<file path="src/rtl/tour_pkg.sv">
// Shared constants and types for the tour command arbiter.
package tour_pkg;

    // Command opcodes in cmd[15:12]
    localparam logic [3:0] OPC_CAL     = 4'h2;
    localparam logic [3:0] OPC_MOVE    = 4'h4;
    localparam logic [3:0] OPC_FANFARE = 4'h5;

    // Headings in cmd[11:4]
    localparam logic [7:0] HDG_N = 8'h00;
    localparam logic [7:0] HDG_W = 8'h3F;
    localparam logic [7:0] HDG_S = 8'h7F;
    localparam logic [7:0] HDG_E = 8'hBF;

    // Response bytes returned to the remote host
    localparam logic [7:0] RESP_ACK = 8'hA5;
    localparam logic [7:0] RESP_POS = 8'h5A;

    typedef enum logic [2:0] {
        IDLE,
        UART,
        T_VERT,
        T_VWAIT,
        T_HORZ,
        T_HWAIT
    } state_t;

endpackage

</file>
<file path="src/rtl/move_decode.sv">
// Splits a one-hot knight move into a vertical leg and a horizontal leg.
// The lowest set bit wins, so multi-hot inputs still decode deterministically.
module move_decode
    import tour_pkg::*;
(
    input  logic [7:0] move,
    output logic [7:0] vert_hdg,
    output logic [3:0] vert_sq,
    output logic [7:0] horz_hdg,
    output logic [3:0] horz_sq,
    output logic       valid
);

    // Priority decode of the move byte into heading/distance per leg
    always_comb begin
        // NOTE: every output gets a default first so no path through the case can infer a latch.
        vert_hdg = HDG_N;
        vert_sq  = 4'd0;
        horz_hdg = HDG_E;
        horz_sq  = 4'd0;
        valid    = 1'b1;
        casez (move)
            8'b???????1: begin vert_hdg = HDG_N; vert_sq = 4'd2; horz_hdg = HDG_E; horz_sq = 4'd1; end
            8'b??????10: begin vert_hdg = HDG_N; vert_sq = 4'd2; horz_hdg = HDG_W; horz_sq = 4'd1; end
            8'b?????100: begin vert_hdg = HDG_N; vert_sq = 4'd1; horz_hdg = HDG_W; horz_sq = 4'd2; end
            8'b????1000: begin vert_hdg = HDG_S; vert_sq = 4'd1; horz_hdg = HDG_W; horz_sq = 4'd2; end
            8'b???10000: begin vert_hdg = HDG_S; vert_sq = 4'd2; horz_hdg = HDG_W; horz_sq = 4'd1; end
            8'b??100000: begin vert_hdg = HDG_S; vert_sq = 4'd2; horz_hdg = HDG_E; horz_sq = 4'd1; end
            8'b?1000000: begin vert_hdg = HDG_S; vert_sq = 4'd1; horz_hdg = HDG_E; horz_sq = 4'd2; end
            8'b10000000: begin vert_hdg = HDG_N; vert_sq = 4'd1; horz_hdg = HDG_E; horz_sq = 4'd2; end
            default:     valid = 1'b0;
        endcase
    end

endmodule

</file>
<file path="src/rtl/tour_cmd_arbiter.sv">
// Arbitrates the cmd_proc command bus between remote UART commands and the
// autonomous tour replay, which issues each knight move as two straight legs.
module tour_cmd_arbiter
    import tour_pkg::*;
#(
    parameter int NUM_MOVES = 24
) (
    input  logic        clk,
    input  logic        rst,
    input  logic [15:0] cmd_UART,
    input  logic        cmd_rdy_UART,
    output logic        clr_cmd_rdy_UART,
    input  logic        tour_go,
    input  logic [7:0]  move,
    output logic [4:0]  mv_indx,
    output logic [15:0] cmd,
    output logic        cmd_rdy,
    input  logic        clr_cmd_rdy,
    input  logic        send_resp,
    output logic [7:0]  resp,
    output logic        tour_done,
    output logic        tour_abort
);

    localparam logic [4:0] LAST_IDX = 5'(NUM_MOVES - 1);

    state_t      state, state_nxt;
    logic        leg_sent;     // current leg has been presented, waiting for clr_cmd_rdy
    logic [15:0] cmd_q;
    logic        cmd_rdy_q;
    logic [7:0]  resp_q;
    logic [7:0]  horz_hdg_q;   // horizontal leg captured together with the vertical one
    logic [3:0]  horz_sq_q;

    logic [7:0]  vert_hdg, horz_hdg;
    logic [3:0]  vert_sq, horz_sq;
    logic        move_valid;
    logic        last_move;
    logic        in_leg;
    logic        leg_taken;

    move_decode u_move_decode (
        .move     (move),
        .vert_hdg (vert_hdg),
        .vert_sq  (vert_sq),
        .horz_hdg (horz_hdg),
        .horz_sq  (horz_sq),
        .valid    (move_valid)
    );

    assign last_move = (mv_indx == LAST_IDX);
    assign in_leg    = (state == T_VERT) || (state == T_HORZ);
    assign leg_taken = in_leg && leg_sent && clr_cmd_rdy;

    // State, leg datapath and pulse registers
    always_ff @(posedge clk) begin
        // NOTE: sequential state uses non-blocking assignments so all flops update from pre-edge values.
        if (rst) begin
            state      <= IDLE;
            leg_sent   <= 1'b0;
            cmd_q      <= 16'h0000;
            cmd_rdy_q  <= 1'b0;
            resp_q     <= RESP_ACK;
            mv_indx    <= 5'd0;
            horz_hdg_q <= HDG_N;
            horz_sq_q  <= 4'd0;
            tour_done  <= 1'b0;
            tour_abort <= 1'b0;
        end else begin
            state      <= state_nxt;
            resp_q     <= resp;
            tour_done  <= 1'b0;
            tour_abort <= 1'b0;
            case (state)
                IDLE: begin
                    if (tour_go) mv_indx <= 5'd0;
                end
                T_VERT: begin
                    if (!leg_sent) begin
                        if (move_valid) begin
                            cmd_q      <= {OPC_MOVE, vert_hdg, vert_sq};
                            cmd_rdy_q  <= 1'b1;
                            leg_sent   <= 1'b1;
                            horz_hdg_q <= horz_hdg;
                            horz_sq_q  <= horz_sq;
                        end else begin
                            tour_abort <= 1'b1;
                        end
                    end else if (clr_cmd_rdy) begin
                        cmd_rdy_q <= 1'b0;
                        leg_sent  <= 1'b0;
                    end
                end
                T_HORZ: begin
                    if (!leg_sent) begin
                        cmd_q     <= {OPC_FANFARE, horz_hdg_q, horz_sq_q};
                        cmd_rdy_q <= 1'b1;
                        leg_sent  <= 1'b1;
                    end else if (clr_cmd_rdy) begin
                        cmd_rdy_q <= 1'b0;
                        leg_sent  <= 1'b0;
                    end
                end
                T_HWAIT: begin
                    if (send_resp) begin
                        if (last_move) tour_done <= 1'b1;
                        else           mv_indx   <= mv_indx + 5'd1;
                    end
                end
                default: ;
            endcase
        end
    end

    // Next-state selection; tour_go has priority over a pending UART command
    always_comb begin
        state_nxt = state;
        case (state)
            IDLE:    if (tour_go) state_nxt = T_VERT;
                     else if (cmd_rdy_UART) state_nxt = UART;
            UART:    if (send_resp) state_nxt = IDLE;
            T_VERT:  if (!leg_sent && !move_valid) state_nxt = IDLE;
                     else if (leg_taken) state_nxt = T_VWAIT;
            T_VWAIT: if (send_resp) state_nxt = T_HORZ;
            T_HORZ:  if (leg_taken) state_nxt = T_HWAIT;
            T_HWAIT: if (send_resp) state_nxt = last_move ? IDLE : T_VERT;
            default: state_nxt = IDLE;
        endcase
    end

    // Bus ownership muxing and response byte selection
    always_comb begin
        cmd              = cmd_q;
        cmd_rdy          = cmd_rdy_q;
        clr_cmd_rdy_UART = 1'b0;
        resp             = resp_q;
        case (state)
            UART: begin
                cmd              = cmd_UART;
                cmd_rdy          = cmd_rdy_UART;
                clr_cmd_rdy_UART = clr_cmd_rdy;
                resp             = RESP_ACK;
            end
            T_VERT:  resp = RESP_POS;
            T_HORZ:  resp = last_move ? RESP_ACK : RESP_POS;
            default: ;
        endcase
    end

endmodule
</file>
<file path="config.mk">
export PLATFORM = sky130hd
export DESIGN_NAME = tour_cmd_arbiter
export DESIGN_NICKNAME = d
export VERILOG_FILES = /design/src/rtl/tour_pkg.sv /design/src/rtl/move_decode.sv /design/src/rtl/tour_cmd_arbiter.sv
export SDC_FILE = /design/constraint.sdc
export NUM_CORES = 1
export LEC_CHECK = 0
export ABC_AREA = 1
export BUFFER_PORTS_ARGS = -buffer_cell sky130_fd_sc_hd__buf_2
export CORE_MARGIN = 2
export CORE_UTILIZATION = 40
export CTS_CLUSTER_DIAMETER = 50
export DETAILED_ROUTE_END_ITERATION = 8
export PLACE_DENSITY = 0.78
export SYNTH_ARGS = -nofsm -noshare
export SYNTH_HDL_FRONTEND = slang
export SYNTH_SLANG_ARGS = --single-unit
</file>
<file path="constraint.sdc">
create_clock -name clk -period 1.5 [get_ports clk]
set_input_delay 0.075 -clock clk [delete_from_list [all_inputs] [get_ports clk]]
set_output_delay 0.075 -clock clk [all_outputs]
set_load 0.005 [all_outputs]
</file>
# After elaboration in Yosys (flattened, before gate mapping)
# Index checks and enable logic that the tools add are counted.
[totals]
word_cells = 101
register_bits = 48
in_bits = 30
[op_classes]
bitwise_logic = 4
add_sub_neg = 1
n_reduce_logical = 21
mux = 40
eq_ne = 25
[op_table]
columns = ["cell", "count"]
rows = [
  ["16-bit two-way mux", 4],
  ["16-bit case mux with 2 select lines", 1],
  ["3-bit two-way mux", 8],
  ["8-bit case mux with 3 select lines", 1],
  ["2-bit inequality test (second input constant)", 9],
  ["3-bit case mux with 6 select lines", 1],
  ["8-bit two-way mux", 2],
  ["4-bit OR reduction", 4],
  ["5-bit two-way mux", 3],
  ["1-bit two-way mux", 13],
  ["5-bit == test (second input constant)", 2],
  ["5-bit case mux with 2 select lines", 1],
  ["3-bit == test (second input constant)", 3],
  ["8-bit == test (second input constant)", 1],
  ["2-bit case mux with 2 select lines", 2],
  ["4-bit AND reduction", 2],
  ["8-bit OR reduction", 1],
  ["7-bit == test (second input constant)", 1],
  ["7-bit two-way mux", 1],
  ["3-bit by 2-bit == test with 1-bit output (second input constant)", 2],
  ["6-bit == test (second input constant)", 1],
  ["3-bit inequality test (second input constant)", 2],
  ["6-bit AND reduction", 1],
  ["3-bit OR reduction", 2],
  ["other kinds (15)", 23],
]

# Logic depth before layout (Yosys ltp)
# Gate-level depths: netlist (run 1).
[depth]
ltp_word = 7
mapped_depth = 9
ltp_nobuf = 9

# Hierarchy
# From an unflattened synthesis (run 1), not the netlist that was laid out.
[hier_totals]
hier_cells = 394
hier_area_um2 = 2617.5
[modules_own_cells]
columns = ["mod", "seq_area_each_um2", "area_each_um2", "cells_each", "n_inst"]
rows = [
  ["tour_cmd_arbiter", 920.9, 2322.2, 342, 1],
  ["move_decode", 0.0, 295.3, 52, 1],
]

# Least setup slack after synthesis (run 1)
# Ideal clock, no wire load.
[synth_path]
path_type = "reg2reg"
startpoint = "reg mv_indx[0]"
endpoint = "reg mv_indx[1]"
synth_period_minus_slack_ns = 1.421
t_required_ns = 1.384
setup_time_ns = 0.116
arrival_ns = 1.305
setup_slack_ns = 0.079
path_stages_with_launch = 9
n_path_buf = 0
path_cell_list = "dfxtp_1 > ha_1 > nand4_1 > nand2_1 > nand2_1 > nand2_2 > inv_1 > o21ai_0 > nor2_1"
[synth_between]
elab_chain_cells = 4
elab_cells_between_ends = 7
classes_between = "1 x add/sub; 2 x eq/ne; 3 x mux; 1 x reduce/logical"
[synth_rtl]
columns = ["element", "line", "rtl"]
rows = [
  ["from (decl)", "tour_cmd_arbiter.sv:15", "output logic [4:0] mv_indx,"],
  ["from (signal assigned)", "tour_cmd_arbiter.sv:107", "else mv_indx <= mv_indx + 5'd1;"],
  ["5-bit by 1-bit adder with 5-bit output", "tour_cmd_arbiter.sv:107", ""],
  ["5-bit two-way mux", "tour_cmd_arbiter.sv:106", "if (last_move) tour_done <= 1'b1;"],
  ["5-bit two-way mux", "tour_cmd_arbiter.sv:105", "if (send_resp) begin"],
  ["5-bit case mux with 2 select lines", "tour_cmd_arbiter.sv:74", "case (state)"],
]
# Several ways; a longest one is shown, not always the timed one. The select of a mux whose other input is x is not followed.
# A chain may end at the register's enable or synchronous reset.

# Worst setup path in the final report (run 1)
[layout_path]
startpoint = "reg state[0]"
endpoint = "out resp[7]"
[layout_between]
elab_chain_cells = 2
elab_cells_between_ends = 4
classes_between = "3 x eq/ne; 1 x mux"
[layout_rtl]
columns = ["element", "line", "rtl"]
rows = [
  ["from (decl)", "tour_cmd_arbiter.sv:27", "state_t state, state_nxt;"],
  ["from (signal assigned)", "tour_cmd_arbiter.sv:70", "state <= state_nxt;"],
  ["3-bit == test (tied with other cells)", "tour_cmd_arbiter.sv:137", "case (state)"],
  ["8-bit case mux with 3 select lines (*)", "tour_cmd_arbiter.sv:137", ""],
  ["to (decl)", "tour_cmd_arbiter.sv:20", "output logic [7:0] resp,"],
]
# Every way passes the cells marked *; elsewhere a longest branch is shown, timed or not.

==> flow_metrics.tcl, run 1 <==
set metrics [dict create \
    status "finished, violations left" \
    violations "negative setup slack" \
    dp_slack_ns 0.0591 \
    first_pass_iters 6 \
    max_slew.worst_pin.slew_ns 0.382 \
    setup_violations 8 \
    antenna_cells 0 \
    fin_setup_tns_ns -0.259 \
    routed_wirelength_um 4940 \
    fin_nets 383 \
    drt-initial-drc-count 122 \
    synth_top_area_cell "dfxtp_1" \
    seqCellArea_um2 632 \
    start_util_pct 42.8 \
    cp_slowest_cell "dfxtp_4" \
    report.final.slew_viol_count 0 \
    dpl.hpwl_um 2880 \
    ys.flop_type "dfxtp_1" \
    antenna_found_initial 0 \
    startpoint "state[0]" \
    synthAdderAreaFrac_pct 0.781 \
    track_usage_pct 20.7 \
    power.total_mw 5.65 \
    critPathTopFamily "buffers and inverters" \
    postRouteAntennaNets 0 \
    synth_compound_area_share_pct 14.8 \
    highest_layer "met4" \
    r2r-start "state[2]" \
    multi_input_area_um2 980 \
    grt_overflow_total 0 \
    grt_first_pass_wirelength_um 6960 \
    fin_skew_ns 0.00716 \
    async_reset_ff_share_pct 0 \
    clock_latency_ns 0.29 \
    syn_inst 251 \
    place.gp.congestion 0.911 \
    detailroute.wirelength.met2_um 2510 \
    cts_tree "built" \
    drc 0 \
    synth_top_cells_by_count "nand2_1 (82), dfxtp_1 (31), inv_1 (31), nor2_1 (31), a21oi_1 (23)" \
    path_cells "inv_2 > nand3_4 > buf_4 > o21ai_4 > a21oi_2 > inv_1 > buf_2" \
    synth-xor-area-share_pct 1.09 \
    synthTopCellsByArea "dfxtp_1 (39%), nand2_1 (19%), inv_1 (7.3%)" \
    synth_top_family_by_area "simple AND/OR/NAND/NOR gates" \
    hold_path_class "primary input to register" \
    synth-simple-area-share_pct 35.2 \
    dr_total_vias 1939 \
    syn_area_um2 1600 \
    dieArea_um2 4530 \
    p_leak_nw 1.34 \
    worst-path-buf-inv 4 \
    syn_nets 282 \
    met1_length_um 1990 \
    cts_sinks 31 \
    numPortBuffers 62 \
    irDropWorstVdd_uv 885 \
    crit_arrival_ns 1.49 \
    cts_buffers 5 \
    worst-path-max-fanout 6 \
    min-delay-start "send_resp" \
    drive_gt1_share_pct 43.3 \
    wl_per_cell_um 12.3 \
    syn2layout_area_growth_pct 58.0 \
    yosysMostFrequentCell "nand2_1" \
    fin_cells 401 \
    cp-start-kind "register" \
    synth-seq-cells 31 \
    post-route-util_pct 67.6 \
    core.rowCount 22 \
    fp.dieH_um 67.3 \
    slew-limit-headroom_pct 74.3 \
    yosys_warnings 0 \
    dp.cells 366 \
    fin_ws_ns -0.0632 \
    worst-setup-path-type "register to output pin" \
    synth_top_area_share_pct 38.8 \
    fmax_mhz 640 \
    boundaryPins 63 \
    cellPowerDensity_nw_per_um2 2230 \
    clk_pin_slew_worst_paths_ns 0.07 \
    grt_max_degree 19 \
    synth_cell_types 27 \
    period_needed_ns 1.56 \
    cts_root_buf "clkbuf_8" \
    slowest_delay_ns 0.38 \
    clockBufferDepth 2 \
    synth_seq_area_share_pct 38.7 \
    grt_setup_unrepaired "yes" \
    fin_crit_sh_pct 104 \
    nFillCells 307 \
    die_width_um 67.3 \
    hold_viol 0 \
    cap_violations 0 \
    critPathCaptureType "output pin" \
    synth_mux_area_share_pct 0 \
    vias_per_cell 4.84 \
    grt_pass1_vias 1636 \
    cts_max_level 2 \
    met3RoutedLength_um 321 \
    core_area_um2 3740 \
    avgSynthCellArea_um2 6.38 \
    required_ns 1.42 \
    synth_edf_count 0 \
]
==> per-layer routing <==
layer  vias to the layer above  GRT usage (%)
li1                        990              -
met1                       863           23.3
met2                        73           35.8
met3                        13           6.00
met4                         0           9.69
met5                         -              0
==> layout by cell type (no fill, tap or decap), types with 5 or more instances in the layout <==
cell type  count
a21oi_2        5
inv_1         27
nor2_1        27
nand3_1        5
clkbuf_8       6
buf_4         32
a21oi_1       19
nand2_4        5
o21ai_0       10
dfxtp_1       26
nand2_1       74
buf_2         62
nand2_2        7
==> final timing paths <==
path              slack (ns)  depth (start not counted)   endpoint
setup / recovery       -0.06                          7    resp[7]
hold / removal           0.1                          3  tour_done
setup reg to reg       -0.02                          9   state[1]
hold reg to reg         0.46                          2  cmd_q[11]
==> report_power, final <==
part	switching (mW)	internal, mW
clock	0.315	0.537
combinational	1.84	1.65
sequential	0.212	1.10
total	2.37	3.28
==> area by class of cell <==
class	instances	share of cell area (%)
Clock buffer	6	3.26
Clock inverter	2	1.38
Inverter	34	5.59
Multi-Input combinational cell	181	38.7
Sequential cell	31	25.0
Tap cell	48	2.37
Timing Repair Buffer	98	23.5
Timing Repair inverter	1	0.198
==> worst register-to-register path: stages (launching register included) <==
cell,delay (ns)
dfxtp_4,0.38
nor2_4,0.15
nand2_4,0.08
buf_4,0.15
nor2_4,0.13
nand2_2,0.12
nand3_4,0.12
nand2_2,0.08
o21bai_1,0.16
nor2_1,0.05
==> logic make-up (layout without fill, tap and decap cells) <==
logic type                 after synthesis  count (layout)
DFF                                     31              31
adders and majority gates                1               1
and+or+nand+nor                        135             135
AOI/OAI and AO/OA                       43              43
buffers and inverters                   39             141
xor gates and xnor gates                 2               2
==> sequential cells by signal (all words and copies together), names as in the netlist <==
signal and count:
mv_indx 5, cmd_rdy_q 1, resp_q 8, tour_done 1
horz_hdg_q 2, leg_sent 1, cmd_q 7, state 3
tour_abort 1, horz_sq_q 2
==> metrics by stage <==
| stage | hold WS (ns) | cell area, um2 |
|---|---|---|
| after floorplan | 0.217 | 1600 |
| after global placement | 0.379 | 2020 |
| after detailed placement | 0.373 | 2020 |
| after CTS | 0.0598 | 2340 |
| after global routing | 0.109 | 2530 |
| final | 0.0961 | 2530 |
==> timing repair <==
item / in CTS / in global routing
endpoints found under the setup margin: 21 / 38
hold buffers: 0 / 0
setup buffers: 15 / 11
pin swaps: 15 / 13
gates resized for setup: 24 / 33
gates cloned: 0 / 2
No activity file was read; power rests on OpenSTA's default activity.
==> run 2: changes to the inputs <==
ABC_AREA = 0   (was 1)
PLACE_DENSITY = 0.76   (was 0.78)
==> run 2 against run 1 <==
Against the previous run: the run still ends with negative setup slack left; synthesized cell count is 12% lower; design area is 22% higher; area after synthesis is 16% higher; sequential share of layout area is 4.4 points lower; count of clock-buffer cells in the layout stayed put; largest power group unchanged; largest cell class unchanged; via count is 19% higher.
==> flow_metrics.tcl, run 2 <==
set metrics [dict create \
    routed_wirelength_um 7170 \
    syn_nets 253 \
    track_usage_pct 22.9 \
    antenna_cells 0 \
    top_register "resp_q" \
    yosysMostFrequentCell "dfxtp_1" \
    cts_tree "built" \
    combPwrFrac_pct 60.9 \
    period_needed_ns 1.75 \
    synth_edf_count 0 \
    slew-limit-headroom_pct 52.5 \
    grt_pass1_vias 1962 \
    synth_top_area_cell "dfxtp_1" \
    fin_area_um2 3090 \
    cp-start-kind "register" \
    placed_cell_area_um2 2510 \
    grt_max_degree 32 \
    hold_path_class "primary input to register" \
    hold_viol 0 \
    layout_common_cells "buf_2 (53), buf_4 (40), buf_6 (26), dfxtp_1 (25), nand2_1 (15)" \
    async_reset_ff_share_pct 0 \
    synth_top_area_share_pct 33.4 \
    die_width_um 72.2 \
    reg_top3 "resp_q (8), cmd_q (7), mv_indx (5)" \
    internal-power_mw 3.44 \
    dpl.hpwl_um 3860 \
    synthTopCellsByArea "dfxtp_1 (33%), mux2_2 (4.2%), a21o_1 (4.0%)" \
    vias_per_cell 6.04 \
    fp.dieH_um 72.2 \
    seqCellArea_um2 636 \
    nFillCells 280 \
    worst-setup-path-type "register to output pin" \
    cts_max_level 2 \
    power.share.switching_pct 37.3 \
    core.rowCount 24 \
    p_clk_share_pct 16.1 \
    slowest_delay_ns 0.37 \
    boundaryPins 63 \
    critPathCaptureType "output pin" \
    avgSynthCellArea_um2 8.38 \
    antenna_found_initial 0 \
    largest_register_ff_count 8 \
    dp.cells 357 \
    path_common_cell "buf_6" \
    clk_pin_slew_worst_paths_ns 0.08 \
    fin_ws_ns -0.246 \
    synth_top_cells_by_count "dfxtp_1 (31), nand2_1 (19), o21ai_0 (15)" \
    place.gp.congestion 0.817 \
    fin_nets 361 \
    fin_skew_ns 0.0168 \
    clockBufferDepth 2 \
    fin_cells 383 \
    core_area_um2 4410 \
    required_ns 1.42 \
    layout_commonest_cell "buf_2" \
    syn2layout_area_growth_pct 66.0 \
    cts_sinks 31 \
    cellPowerDensity_nw_per_um2 1780 \
    syn_area_um2 1860 \
    p_leak_nw 1.40 \
    cts_root_buf "clkbuf_8" \
    numPortBuffers 62 \
    pwr-share-seq_pct 23.0 \
    worst-path-max-fanout 8 \
    wl_per_cell_um 18.7 \
    crit_arrival_ns 1.67 \
    grt_setup_unrepaired "yes" \
    postRouteAntennaNets 0 \
    synth-seq-cells 31 \
    drive_gt1_share_pct 59.5 \
    status "finished, violations left" \
    post-route-util_pct 70.0 \
    cp_slowest_cell "dfxtp_4" \
    postCtsHoldBufs 0 \
    violations "negative setup slack" \
    ys.flop_type "dfxtp_1" \
    drt-initial-drc-count 289 \
    path_cells "buf_6 > or2_4 > buf_6 > o21ai_2 > a21o_1 > buf_2" \
    drc 0 \
    cap_violations 0 \
    dieArea_um2 5210 \
    fmax_mhz 573 \
    setup_violations 46 \
    first_pass_iters 5 \
    multi_input_area_um2 1410 \
    synth_cell_types 55 \
    synth_seq_area_share_pct 33.4 \
    clock_latency_ns 0.30 \
    start_util_pct 42.1 \
    syn_inst 222 \
    irDropWorstVdd_uv 840 \
    max_slew.worst_pin.slew_ns 0.703 \
    cts_buffers 5 \
    report.final.slew_viol_count 0 \
    dr_total_vias 2315 \
    fin_crit_sh_pct 116 \
    yosys_warnings 0 \
    grt_first_pass_wirelength_um 9410 \
    switching_power_mw 2.05 \
    grt_overflow_total 0 \
]
-- run 2: changes by cell type after synthesis, moves of 7 or more --
cell,previous run,this run
clkbuf_1,1,11
a2bb2oi_1,0,8
nand2_1,82,19
a21oi_1,23,11
mux2_2,0,7
nor2_1,31,13
a21o_1,0,10
inv_1,31,2
-- run 2: critical path, delay by kind of cell (launching register included) --
kind	cells	cell delay, ns
buffers and inverters	3	0.40
flip-flops	1	0.37
AO/OA/AOI/OAI	2	0.30
AND/OR/NAND/NOR	1	0.30
-- run 2: repair_timing --
| item | in CTS | in global routing |
|---|---|---|
| gates resized for setup | 41 | 47 |
| pin swaps | 24 | 19 |
| buffers inserted | 14 | 5 |
| gates cloned | 1 | 1 |
| endpoints found under the setup margin | 41 | 48 |
-- run 2: through the flow --
| stage | worst slack [ns] | hold WS (ns) | TNS, ns | power [mW] |
|---|---|---|---|---|
| floorplan | -0.0517 | 0.224 | -0.250 | 2.69 |
| global placement | -0.100 | 0.411 | -0.936 | 3.50 |
| finish | -0.246 | 0.131 | -5.51 | 5.49 |
| global route | -0.284 | 0.140 | -7.03 | 5.74 |
| CTS | -0.217 | 0.124 | -4.88 | 4.85 |
| detailed placement | -0.133 | 0.410 | -1.65 | 3.57 |
-- run 2: metal layers --
metal | wire length, um | share of wire, % | global-route usage (%) | vias to the layer above
met5 | 0 | 0 | 0 | -
met4 | 324 | 4.5 | 10.5 | 0
met3 | 505 | 7.0 | 4.17 | 37
met2 | 3340 | 47 | 36.1 | 128
met1 | 3000 | 42 | 30.4 | 1104
li1 | - | - | - | 1046
-- run 2: final cells by class --
type / instances / share of cell area [%]
Multi-Input combinational cell: 171 / 45.5
Clock buffer: 6 / 2.67
Timing Repair Buffer: 119 / 27.8
Sequential cell: 31 / 20.6
Clock inverter: 2 / 1.13
Inverter: 2 / 0.243
Tap cell: 52 / 2.11
-- run 2: cell families (layout without fill, tap and decap cells) --
group           Yosys count  in the layout  share of synthesized area (%)
xor+xnor                  1              1                          0.471
mux                       8              8                           4.77
compound gates           67             68                           25.4
buf+inv                  22            129                           5.92
simple gates             88             89                           27.2
fa+ha+maj                 5              5                           2.82
flops                    31             31                           33.4
-- run 2: path summary, 6_finish.rpt --
check / slack (ns) / depth (start not counted) / start / to
hold reg to reg: 0.48 / 2 / cmd_q[1] / cmd_q[1]
setup / recovery: -0.25 / 6 / state[0] / resp[5]
hold / removal: 0.13 / 3 / send_resp / state[2]
setup reg to reg: -0.21 / 6 / state[1] / state[0]
-- run 2: power by group through the flow --
stage | registers (mW) | clock network (mW) | logic, mW
after floorplan | 1.20 | 0 | 1.49
after global placement | 1.22 | 0 | 2.29
after detailed placement | 1.23 | 0 | 2.34
after CTS | 1.22 | 0.879 | 2.75
after global routing | 1.28 | 0.921 | 3.54
final | 1.26 | 0.883 | 3.34
